## src/rtl/mac_accum.sv

```systemverilog
// Saturating multiply-accumulate collector: sums N_TERMS signed products from the
// upstream booth multiplier and offers the result with a valid/ready handshake.
module mac_accum #(
  parameter int ACC_W   = 12,
  parameter int N_TERMS = 4
) (
  input  logic             clk,
  input  logic             rst,
  input  logic [7:0]       prod,
  input  logic             prod_valid,
  output logic             prod_ready,
  input  logic             acc_clear,
  output logic [ACC_W-1:0] res,
  output logic             res_sat,
  output logic             res_valid,
  input  logic             res_ready,
  output logic [3:0]       count
);

  typedef enum logic [1:0] {
    IDLE,
    ACC,
    HOLD
  } state_t;

  localparam logic [3:0] LAST = 4'(N_TERMS);
  localparam logic signed [ACC_W-1:0] MAXV = {1'b0, {(ACC_W-1){1'b1}}};
  localparam logic signed [ACC_W-1:0] MINV = {1'b1, {(ACC_W-1){1'b0}}};

  state_t state, state_nxt;
  logic signed [ACC_W-1:0] acc, acc_nxt;
  logic sat, sat_nxt;
  logic [3:0] cnt, cnt_nxt;

  logic signed [ACC_W-1:0] prod_ext;
  logic signed [ACC_W:0]   sum;
  logic signed [ACC_W-1:0] sum_clamped;
  logic                    ovf;
  logic                    prod_take;

  // One guard bit is enough to detect overflow of a single addition; the clamp
  // direction follows the sign of the wide sum.
  always_comb begin
    prod_ext    = ACC_W'($signed(prod));
    sum         = {acc[ACC_W-1], acc} + {prod_ext[ACC_W-1], prod_ext};
    ovf         = (sum[ACC_W] != sum[ACC_W-1]);
    sum_clamped = sum[ACC_W-1:0];
    if (ovf) begin
      sum_clamped = sum[ACC_W] ? MINV : MAXV;
    end
  end

  assign prod_ready = (state != HOLD) && !rst;
  assign prod_take  = prod_valid && prod_ready;
  assign res        = acc;
  assign res_sat    = sat;
  assign res_valid  = (state == HOLD);
  assign count      = cnt;

  // acc_clear outranks both handshakes; rst outranks everything in the register.
  always_comb begin
    state_nxt = state;
    acc_nxt   = acc;
    sat_nxt   = sat;
    cnt_nxt   = cnt;
    if (acc_clear) begin
      state_nxt = IDLE;
      acc_nxt   = '0;
      sat_nxt   = 1'b0;
      cnt_nxt   = '0;
    end else begin
      case (state)
        IDLE: begin
          if (prod_take) begin
            acc_nxt   = prod_ext;
            sat_nxt   = 1'b0;
            cnt_nxt   = 4'd1;
            state_nxt = (LAST == 4'd1) ? HOLD : ACC;
          end
        end
        ACC: begin
          if (prod_take) begin
            acc_nxt = sum_clamped;
            sat_nxt = sat | ovf;
            cnt_nxt = cnt + 4'd1;
            if ((cnt + 4'd1) == LAST) begin
              state_nxt = HOLD;
            end
          end
        end
        HOLD: begin
          if (res_ready) begin
            state_nxt = IDLE;
            acc_nxt   = '0;
            sat_nxt   = 1'b0;
            cnt_nxt   = '0;
          end
        end
        default: begin
          state_nxt = IDLE;
          acc_nxt   = '0;
          sat_nxt   = 1'b0;
          cnt_nxt   = '0;
        end
      endcase
    end
  end

  always_ff @(posedge clk) begin
    if (rst) begin
      state <= IDLE;
      acc   <= '0;
      sat   <= 1'b0;
      cnt   <= '0;
    end else begin
      state <= state_nxt;
      acc   <= acc_nxt;
      sat   <= sat_nxt;
      cnt   <= cnt_nxt;
    end
  end

endmodule
```

## config.mk

```make
export PLATFORM = sky130hd
export DESIGN_NAME = mac_accum
export DESIGN_NICKNAME = d
export VERILOG_FILES = /design/src/rtl/mac_accum.sv
export SDC_FILE = /design/constraint.sdc
export NUM_CORES = 1
export LEC_CHECK = 0
export CAP_MARGIN = 20
export CELL_PAD_IN_SITES_DETAIL_PLACEMENT = 0
export CELL_PAD_IN_SITES_GLOBAL_PLACEMENT = 1
export CORE_ASPECT_RATIO = 1.5
export CORE_MARGIN = 8
export CORE_UTILIZATION = 46
export DETAILED_ROUTE_END_ITERATION = 10
export DONT_BUFFER_PORTS = 1
export PLACE_DENSITY = 0.81
export SLEW_MARGIN = 20
export SYNTH_ARGS = -nofsm -noshare
export SYNTH_HDL_FRONTEND = slang
export SYNTH_SLANG_ARGS = --single-unit
```

## constraint.sdc

```tcl
create_clock -name clk -period 3.43 [get_ports clk]
set_clock_uncertainty 0.15 [all_clocks]
set_input_delay 0.686 -clock clk [delete_from_list [all_inputs] [get_ports clk]]
set_output_delay 0.686 -clock clk [all_outputs]
set_load 0.005 [all_outputs]
```

==> results.md <==
* Clk slew on worst S/H paths at approximately 0.070 ns
* Critical-path cell list: ha_1 > fa_1 > a211oi_1 > o21ai_1 > o2111ai_1 > a21oi_2 > maj3_1 > mux2i_1 > o41ai_2
* Leakage at around 0.67 nW
* Max FO, Critical Path at 6
* Final GP Congestion at about 0.92
* Largest net degree at the start of global routing at 17
* Vias at 1,451
* CP bufs+invs at 0
* Overflow left after global routing at 0
* Synth Area in Adders at between 10% and 20%
* CTS buffer count at 3
* Setup violators final at 0
* Port bufs at 0
* Sequential fraction of the synthesis area at between 20% and 30%
* Max incr delay on CP at around 0.44 ns
* DRT antenna net count at 0
* Number of flops mapped to enable cells by yosys at 0
* Layout area overhead at 4.45%
* Pwr/cell area at around 320 nW/um^2
* CP Launch Type: input port
* Post_cts resized at 0
* Layout Nets at ~220
* Critical path class: input port to flip-flop
* CTS tree: yes
* Arr. time, crit path at around 2.9 ns
* VDD IR-drop max at approximately 280 uV
* RSZ-0062 raised after global routing: false
* Data required, critical path at around 3.4 ns
* CP delay by family, top: adder cells
* Placeable core area at roughly 3400 um^2
* Avg WL per Cell at around 18 um
* H-tree levels at 1
* Post-synth top flop: dfxtp_1
* Vias/cell at between 6 and 7
* Synth Area in Simple Gates at approximately 22%
* Overall power at ~0.53 mW
* Max-slew violations at 0
* Post-synthesis mux area share at under 10%
* Max Cap Violations at 0
* Synthesis Warnings at 0
* First DRT Iteration DRCs at 29
* Stages on the worst setup path at 9
* Vias in the first global route at about 1,500
* Reg-to-Reg End: res[5]
* Largest family of logic cells by synthesized area: compound AO/OA/AOI/OAI gates
* CTS sink count at 19
* Hold buffers post-CTS at 0
* Syn nets at 221
* Die area at about 5600 um^2
* Setup_tns at 0 ns
* Residual DRC count at 0
* Initial Utilization at approximately 47%
* Syn Inst Count at ~190
* First-pass GRT wire length at a little over 7000 um
* Synth Area in Compound Gates at 29.5%
* Clk buf depth at 2
* Die X at 63.8 um
* FMAX at roughly 340 MHz
* Layout cells sized above 1 at between 7 and 8%
* Worst hold path class: flip-flop to flip-flop
* Post-CTS Setup Inserts at 0
* Clk_lat worst skew at 0.26 ns
* Reg-to-reg startpoint: res[0]
* Row count at 26
* DR pass1 iterations at 4
* Hold Violations, Final at 0
* Nature of the critical path endpoint: flip-flop
* Xor and xnor area share after synthesis at approximately 6.6%
* Slowest-stage cell, CP: fa_1
* FF-to-FF setup slack at slightly below 0.6 ns
* Die Y at between 80 and 90 um
* Min cycle time layout at roughly 2.9 ns
* Total track usage at approximately 16%
* FFs w/ async S/R, synth at 0%
* Final worst path period share at ~85%
* FF+latch count, synth at 19
* Slew @ Worst Pin at between 0.5 and 0.6 ns
* Status: finished clean
* Total routed wirelength at 4260 um
* Crit path capture: res[5]
* CP startpoint: prod[0]
* Cell Area, Synth at approximately 1600 um^2
* Root Buffer: clkbuf_8
* Initial antenna violation count at 0
* Antenna Cells at 0
* # fillers at roughly 330
* Top-Level Pins at 32
* Rel. slew slack at between 60% and 70%
* Reg2reg path depth at 9
* Synth Area per Inst at 8.16 um^2
* Synth cell types at between 40 and 50
* Post-DP HPWL at around 3400 um
[through the flow]
stage | hold WS [ns] | std cells | utilization [%] | worst slack, ns | cell area (um^2)
floorplan | 0.342 | 193 | - | 0.449 | 1580
global placement | 0.372 | 228 | 47.8 | 0.327 | 1600
detailed placement | 0.399 | 228 | 47.8 | 0.252 | 1600
CTS | 0.407 | 232 | 49.1 | 0.528 | 1650
global route | 0.451 | 232 | 49.1 | 0.296 | 1650
finish | 0.400 | 232 | 49.1 | 0.527 | 1650
[cells in the mapped netlist, types with 2 or more instances]
master,instances,share of area [%]
a221oi_1,2,1.1
a21oi_2,2,1.1
a21oi_1,23,7.3
dfxtp_1,19,24
o21ai_1,2,0.64
a21o_1,5,2.4
ha_1,14,11
o22a_1,3,1.7
xor2_1,4,2.2
nor2_1,19,4.5
clkbuf_1,6,1.4
nand2_1,15,3.6
xnor2_1,6,3.3
o21ai_0,4,1.3
o2111ai_1,2,1.1
and2_1,2,0.79
nor2b_1,3,1.2
mux2i_1,3,1.9
nor3_1,7,2.2
o22ai_1,7,2.8
and3_1,2,0.79
inv_1,2,0.48
o32ai_1,4,2.2
a211oi_1,3,1.4
nand3_1,7,2.2
nand2b_1,4,1.6
[cell families (layout without fill, tap and decap cells)]
group	after synthesis	count (layout)
adders and majority gates	16	16
muxes	3	3
xor gates and xnor gates	11	11
AOI/OAI and AO/OA	67	67
and+or+nand+nor	66	66
DFF	19	19
buffers and inverters	11	8
[layout make-up]
| type | instances | area [um^2] | share of cell area (%) |
|---|---|---|---|
| clock buffers | 4 | 45.0 | 2.74 |
| inverters | 2 | 7.51 | 0.456 |
| multi-input cells | 163 | 1140 | 69.6 |
| flip-flops and latches | 19 | 380 | 23.1 |
| well taps | 42 | 52.6 | 3.19 |
| repair buffers | 2 | 15.0 | 0.913 |
[state kept, by name, indices dropped and copies added, names as in the netlist]
register and count:
state 2, res_sat 1, count 4, res 12
[worst register-to-register path, delay by kind of cell (launching register included)]
family | cells | cell delay, ns
flip-flops | 1 | 0.35
adder cells (fa/ha/maj) | 3 | 1.08
multiplexers | 1 | 0.20
AO/OA/AOI/OAI | 5 | 0.93
[worst min path at each step]
stage             start        to  slack [ns]  cells after the start
5_1_grt          res[9]    res[9]        0.45                      2
6_report        res_sat   res_sat        0.40                      2
4_1_cts          res[5]    res[5]        0.41                      2
3_3_place_gp   count[1]  count[1]        0.37                      2
3_5_place_dp    res_sat   res_sat        0.40                      2
2_1_floorplan  count[1]  count[1]        0.34                      2
[report_power, final]
group | switching, mW | internal (mW)
clock network | 0.0772 | 0.0828
registers | 0.00813 | 0.226
logic | 0.0825 | 0.0569
total | 0.168 | 0.366
[cell usage in the layout (no fill, tap or decap), types with 2 or more instances in the layout]
cell type / count
a211oi_1: 3
a21o_1: 5
a21oi_1: 23
a21oi_2: 2
a221oi_1: 2
and2_1: 2
and3_1: 2
buf_4: 2
clkbuf_8: 3
dfxtp_1: 19
ha_1: 14
inv_1: 2
mux2i_1: 3
nand2_1: 15
nand2b_1: 4
nand3_1: 7
nor2_1: 19
nor2b_1: 3
nor3_1: 7
o2111ai_1: 2
o21ai_0: 4
o21ai_1: 2
o22a_1: 3
o22ai_1: 7
o32ai_1: 4
xnor2_1: 6
xor2_1: 4
[layer usage]
layer  wire, um  global-route usage [%]  share of wire, %  vias to the layer above
met5          0                       0                 0                        -
met2       2230                    29.1                52                       28
met4         78                    5.70               1.8                        0
li1           -                       -                 -                      724
met1       1710                    16.5                40                      691
met3        251                    3.84               5.9                        8
Power figures use the tool's default switching activity.
